===== src/rtl/phy_usb_pkg.sv =====
// rtl/phy_usb_pkg.sv - shared USB full-speed PHY constants and receive state encoding
package phy_usb_pkg;

    localparam logic LINE_J = 1'b1;
    localparam logic LINE_K = 1'b0;

    localparam int STUFF_LEN_DEF  = 6;
    localparam int SYNC_ZEROS_DEF = 6;

    typedef enum logic [1:0] {
        RX_IDLE  = 2'd0,
        RX_DATA  = 2'd1,
        RX_EOP   = 2'd2,
        RX_ABORT = 2'd3
    } rx_state_t;

endpackage


===== src/rtl/phy_rx_nrzi.sv =====
// rtl/phy_rx_nrzi.sv - NRZI decode and bit unstuffing of recovered line samples
module phy_rx_nrzi
    import phy_usb_pkg::*;
#(
    parameter int STUFF_LEN = STUFF_LEN_DEF
) (
    input  logic clk,
    input  logic rst_n,
    input  logic rx_bit_en,
    input  logic rx_dj,
    input  logic rx_se0,
    input  logic unstuff_en,
    input  logic line_rst,
    output logic dec_bit,
    output logic bit_en,
    output logic se0_en,
    output logic stuff_err
);

    localparam int OW = $clog2(STUFF_LEN + 1);

    logic          prev_line;
    logic [OW-1:0] ones_cnt;
    logic          sample;
    logic          stuff_slot;

    // A stuffed slot only exists inside a packet; outside it every decoded bit is passed on.
    assign sample     = rx_bit_en & ~rx_se0;
    assign dec_bit    = (rx_dj == prev_line);
    assign stuff_slot = unstuff_en && (ones_cnt == OW'(STUFF_LEN));
    assign bit_en     = sample & ~stuff_slot;
    assign stuff_err  = sample & stuff_slot & dec_bit;
    assign se0_en     = rx_bit_en & rx_se0;

    // Previous line state for NRZI; SE0 leaves it alone, return to idle forces J.
    always_ff @(posedge clk or negedge rst_n) begin
        if (!rst_n) begin
            prev_line <= LINE_J;
        end else if (line_rst) begin
            prev_line <= LINE_J;
        end else if (sample) begin
            prev_line <= rx_dj;
        end
    end

    // Run length of decoded 1s, saturating; a stuffed slot always restarts the run.
    always_ff @(posedge clk or negedge rst_n) begin
        if (!rst_n) begin
            ones_cnt <= '0;
        end else if (sample) begin
            if (stuff_slot || !dec_bit) begin
                ones_cnt <= '0;
            end else if (ones_cnt != OW'(STUFF_LEN)) begin
                ones_cnt <= ones_cnt + OW'(1);
            end
        end
    end

endmodule


===== src/rtl/phy_rx_decode.sv =====
// rtl/phy_rx_decode.sv - USB full-speed receive decoder: SYNC, byte assembly, holdback, EOP
module phy_rx_decode
    import phy_usb_pkg::*;
#(
    parameter int SYNC_ZEROS = SYNC_ZEROS_DEF,
    parameter int STUFF_LEN  = STUFF_LEN_DEF
) (
    input  logic       clk,
    input  logic       rst_n,
    input  logic       rx_bit_en,
    input  logic       rx_dj,
    input  logic       rx_se0,
    output logic       rx_sop,
    output logic       rx_eop,
    output logic       rx_valid,
    output logic [7:0] rx_data,
    output logic       rx_err
);

    localparam int ZW = $clog2(SYNC_ZEROS + 1);

    rx_state_t     state_q, state_d;
    logic [ZW-1:0] zero_q, zero_d;
    logic [2:0]    bit_cnt_q, bit_cnt_d;
    logic [2:0]    residue_q, residue_d;
    logic [7:0]    shift_q, shift_d;
    logic [7:0]    hold_q, hold_d;
    logic          hold_full_q, hold_full_d;
    logic          first_q, first_d;
    logic          abort_se0_q, abort_se0_d;
    logic          sop_d, eop_d, valid_d, err_d;
    logic [7:0]    data_d;
    logic [7:0]    shifted;

    logic dec_bit, bit_en, se0_en, stuff_err, line_rst;

    phy_rx_nrzi #(.STUFF_LEN(STUFF_LEN)) u_nrzi (
        .clk        (clk),
        .rst_n      (rst_n),
        .rx_bit_en  (rx_bit_en),
        .rx_dj      (rx_dj),
        .rx_se0     (rx_se0),
        .unstuff_en (state_q == RX_DATA),
        .line_rst   (line_rst),
        .dec_bit    (dec_bit),
        .bit_en     (bit_en),
        .se0_en     (se0_en),
        .stuff_err  (stuff_err)
    );

    // Wire order is LSB first, so new bits enter at the top and slide down.
    assign shifted = {dec_bit, shift_q[7:1]};

    // Decoder state, byte assembly and one-byte holdback registers.
    always_ff @(posedge clk or negedge rst_n) begin
        if (!rst_n) begin
            state_q     <= RX_IDLE;
            zero_q      <= '0;
            bit_cnt_q   <= '0;
            residue_q   <= '0;
            shift_q     <= '0;
            hold_q      <= '0;
            hold_full_q <= 1'b0;
            first_q     <= 1'b0;
            abort_se0_q <= 1'b0;
        end else begin
            state_q     <= state_d;
            zero_q      <= zero_d;
            bit_cnt_q   <= bit_cnt_d;
            residue_q   <= residue_d;
            shift_q     <= shift_d;
            hold_q      <= hold_d;
            hold_full_q <= hold_full_d;
            first_q     <= first_d;
            abort_se0_q <= abort_se0_d;
        end
    end

    // Registered byte stream towards the link layer.
    always_ff @(posedge clk or negedge rst_n) begin
        if (!rst_n) begin
            rx_sop   <= 1'b0;
            rx_eop   <= 1'b0;
            rx_valid <= 1'b0;
            rx_err   <= 1'b0;
            rx_data  <= 8'h00;
        end else begin
            rx_sop   <= sop_d;
            rx_eop   <= eop_d;
            rx_valid <= valid_d;
            rx_err   <= err_d;
            rx_data  <= data_d;
        end
    end

    // Next-state and output pulses; nothing moves without a bit strobe.
    always_comb begin
        state_d     = state_q;
        zero_d      = zero_q;
        bit_cnt_d   = bit_cnt_q;
        residue_d   = residue_q;
        shift_d     = shift_q;
        hold_d      = hold_q;
        hold_full_d = hold_full_q;
        first_d     = first_q;
        abort_se0_d = abort_se0_q;
        sop_d       = 1'b0;
        eop_d       = 1'b0;
        valid_d     = 1'b0;
        err_d       = 1'b0;
        data_d      = rx_data;
        line_rst    = 1'b0;

        case (state_q)
            RX_IDLE: begin
                if (se0_en) begin
                    zero_d = '0;
                end else if (bit_en) begin
                    if (!dec_bit) begin
                        if (zero_q < ZW'(SYNC_ZEROS)) zero_d = zero_q + ZW'(1);
                    end else if (zero_q >= ZW'(SYNC_ZEROS)) begin
                        state_d     = RX_DATA;
                        zero_d      = '0;
                        bit_cnt_d   = '0;
                        hold_full_d = 1'b0;
                        first_d     = 1'b1;
                    end else begin
                        zero_d = '0;
                    end
                end
            end

            RX_DATA: begin
                if (se0_en) begin
                    state_d   = RX_EOP;
                    residue_d = bit_cnt_q;
                end else if (stuff_err) begin
                    err_d       = 1'b1;
                    hold_full_d = 1'b0;
                    abort_se0_d = 1'b0;
                    state_d     = RX_ABORT;
                end else if (bit_en) begin
                    shift_d   = shifted;
                    bit_cnt_d = bit_cnt_q + 3'd1;
                    if (bit_cnt_q == 3'd7) begin
                        if (hold_full_q) begin
                            valid_d = 1'b1;
                            sop_d   = first_q;
                            data_d  = hold_q;
                            first_d = 1'b0;
                        end
                        hold_d      = shifted;
                        hold_full_d = 1'b1;
                    end
                end
            end

            RX_EOP: begin
                if (bit_en) begin
                    state_d     = RX_IDLE;
                    line_rst    = 1'b1;
                    hold_full_d = 1'b0;
                    if (hold_full_q) begin
                        valid_d = 1'b1;
                        eop_d   = 1'b1;
                        sop_d   = first_q;
                        data_d  = hold_q;
                    end
                    if (rx_dj == LINE_J) begin
                        // a single dribble bit before SE0 is tolerated
                        err_d = hold_full_q && (residue_q > 3'd1);
                    end else begin
                        err_d = 1'b1;
                        eop_d = 1'b1;
                    end
                end
            end

            RX_ABORT: begin
                if (se0_en) begin
                    abort_se0_d = 1'b1;
                end else if (bit_en && abort_se0_q) begin
                    state_d     = RX_IDLE;
                    line_rst    = 1'b1;
                    abort_se0_d = 1'b0;
                end
            end

            default: state_d = RX_IDLE;
        endcase
    end

endmodule


===== config.mk =====
export PLATFORM = sky130hd
export DESIGN_NAME = phy_rx_decode
export DESIGN_NICKNAME = d
export VERILOG_FILES = /design/src/rtl/phy_usb_pkg.sv /design/src/rtl/phy_rx_nrzi.sv /design/src/rtl/phy_rx_decode.sv
export SDC_FILE = /design/constraint.sdc
export NUM_CORES = 1
export LEC_CHECK = 0
export CAP_MARGIN = 25
export CORE_ASPECT_RATIO = 2
export CORE_MARGIN = 2
export CORE_UTILIZATION = 25
export CTS_BUF_LIST = sky130_fd_sc_hd__clkbuf_8
export DETAILED_ROUTE_END_ITERATION = 10
export GPL_TIMING_DRIVEN = 0
export PLACE_DENSITY_LB_ADDON = 0.3
export SLEW_MARGIN = 20
export SYNTH_ARGS = -nofsm -noshare
export SYNTH_HDL_FRONTEND = slang
export SYNTH_SLANG_ARGS = --single-unit

===== constraint.sdc =====
create_clock -name clk -period 3.6 [get_ports clk]
set_clock_uncertainty 0.2 [all_clocks]
set_input_delay 0.72 -clock clk [delete_from_list [all_inputs] [get_ports clk]]
set_output_delay 0.72 -clock clk [all_outputs]
set_load 0.05 [all_outputs]

==> results by group <==
Clock network
  – Post-CTS setup buffers: 0
  – Clock Path Buffers: 2
  – H-Tree Depth: 2
  – Reg clk slew, reported paths: roughly 80 ps
  – CTS Buf Count: 5
  – Hold buffer count at CTS: 0
  – Sink Count: 44
  – Cells resized by post-CTS repair: 0
  – CTS tree: done
  – CTS root buffer: clkbuf_8
  – Worst skew pair latency: 310 ps

Place
  – Dpl hpwl: 3.51 mm
  – Cells after DPL: 303
  – RePlAce Congestion: 0.909
  – Buffers on Ports: 16
  – Post-DP Area: 0.00249 sq mm

Yosys
  – Syn avg cell area: 11.8 sq um
  – Mapped Cells: 186
  – Synth top area cells: dfrtp_1 (49%), mux2_2 (12%), ha_1 (5.7%)
  – Ys flop type: dfrtp_1
  – Post-synth EDFFs: 0
  – Mapped cell area: between 0.002 and 0.0025 sq mm
  – Register bit total from synthesis: 44
  – Area leader, netlist: dfrtp_1
  – Count of cell types in the netlist: 44
  – Synth Warn #: 0
  – Register area share after synthesis: 50.3%
  – Mapped Nets: ~200
  – Async SR Flop Fraction: 100%
  – Synth top area share: about half

Layout
  – # diodes: 0
  – Fin area: 0.00258 sq mm
  – Ratio of cells with drive above 1 in the final layout: 22.7%
  – Area Overhead vs Synth: 17.9%
  – Nets: 225
  – Final Non-Filler Cells: ~310

Global route
  – Vias in the first global route: 1497
  – Initial antenna violation count: 0
  – Pin count of the biggest net entering global routing: 29
  – Tot GR Track Use: 10.7%
  – First-pass GRT wire length: 7.69 mm
  – Congestion Overflow GR: 0

STA
  – Worst slew pin tran: 531 ps
  – Max-slew violations: 0
  – Max Freq: 379 MHz
  – Final setup viols: 0
  – Crit share post-route: 73.3%
  – Slew HR: 64.6%
  – Total negative slack: 0 ps
  – RSZ-0062 raised after global routing: false
  – Hold WS: 135 ps
  – Final hold vios: 0
  – Tmin final: between 2000 and 3000 ps

Setup path
  – Crit path kind: in2reg
  – Max FO, Critical Path: 8
  – Data required time of the worst path: ~3600 ps
  – Worst R2R Start: state_q[1]
  – Crit path from: rx_bit_en
  – Critical Path Sink Type: register
  – CP arrival: 2640 ps
  – Crit path launch type: input port

Routing
  – DRT Pass-1 Iters: 4
  – DRT antenna net count: 0
  – Drt total wl: 4.63 mm
  – Via count: 1487
  – WL/cell: 14.9 um
  – DRC Markers: 0
  – Via/cell ratio: 4.78
  – Drt first-iter violations: roughly 60

Die
  – Row cnt: 48
  – Die Y: 136 um
  – I/O pins: 17
  – Die width: about 70 um
  – Initial Utilization: 25.5%
  – DIE AREA: 0.00957 sq mm
  – Core Footprint: 0.00859 sq mm

Outcome
  – Status: finished, final reports clean

Power and ir drop
  – Power Density: 594 mW/mm^2
  – Static leakage: about 0.0012 uW
  – Worst VDD drop: 0.163 mV

Worst hold path
  – Hold Crit Class: in2async

Job
  – Max Cap Violations: 0
synthesized netlist by cell type (3+ instances only):
master / n
nand2_1: 17
ha_1: 10
a21oi_1: 5
a31oi_1: 3
mux2_2: 23
o21ai_0: 12
nor2b_1: 4
nand3_1: 6
buf_6: 3
mux2i_1: 3
nor2_1: 9
dfrtp_1: 43
o22ai_1: 3
inv_1: 7
o31ai_1: 3
layout by cell type, fill, tap and decap left out, types with 4 or more instances in the layout:
cell type and n:
clkbuf_8 6, nor2b_1 4, nand3_1 6, nor2_1 9
mux2_2 23, dfrtp_1 43, clkdlybuf4s50_1 15, ha_1 10
nand2_1 17, o21ai_0 12, a21oi_1 5, inv_1 7
per-stage QoR:
step           total power (uW)  util, %  setup slack, ps
4_1_cts                    1560     30.1              930
3_3_place_gp               1210     28.8              354
3_5_place_dp               1220     29.0              604
5_1_grt                    1650     30.1              810
6_report                   1530     30.1              961
2_1_floorplan              1080        -             1420
critical path, stage by stage:
cell	delay (ps)
clkdlybuf4s50_1	620
nor2b_1	170
buf_4	170
nand2_2	110
a21oi_1	450
mux2_2	390
path summary, 6_finish.rpt:
path,to,slack (ps),depth (start not counted)
setup / recovery,bit_cnt_q[0],960,6
hold / removal,rx_data[0],140,1
setup reg to reg,state_q[1],1230,8
hold reg to reg,hold_q[7],290,2
max in group asynchronous,rx_sop,2570,2
min in group clk,hold_q[7],290,2
state kept, by name (all words and copies together), names as in the netlist, 2 cells and up:
signal	cells
bit_cnt_q	3
zero_q	3
shift_q	7
state_q	2
u_nrzi.ones_cnt	3
hold_q	8
residue_q	2
rx_data	8
power breakdown:
part,leakage [uW],switching [uW],internal [uW]
Combinational,0.000517,286,233
Clock,0.0000510,175,153
Sequential,0.000584,81.6,607
Total,0.00115,542,992
kinds of logic (layout without fill, tap and decap cells):
| logic type | count (synthesis) | count (layout) | share of synthesized area, % |
|---|---|---|---|
| flops | 44 | 44 | 50.3 |
| buf+inv | 13 | 38 | 3.48 |
| mux | 27 | 27 | 13.9 |
| xor+xnor | 2 | 2 | 1.14 |
| fa+ha+maj | 10 | 10 | 5.71 |
| simple gates | 51 | 51 | 13.0 |
| compound gates | 39 | 39 | 12.5 |
area by class of cell:
class | instances | area (sq um)
timing repair buffer | 17 | 175
clock buffer | 6 | 82.6
fill | 896 | 6000
buffer | 6 | 50.0
clock inverter | 2 | 10.0
sequential | 44 | 1100
tap | 100 | 125
inverter | 7 | 26.3
multi-input combinational | 129 | 1010
layer usage:
| layer | GRT usage [%] | share of wire (%) | wire length (um) |
|---|---|---|---|
| met5 | 0 | 0 | 0 |
| met2 | 19.5 | 56 | 2610 |
| met1 | 10.7 | 37 | 1720 |
| met3 | 2.08 | 2.3 | 106 |
| met4 | 7.16 | 4.3 | 197 |
(Power assumes the default switching activity.)
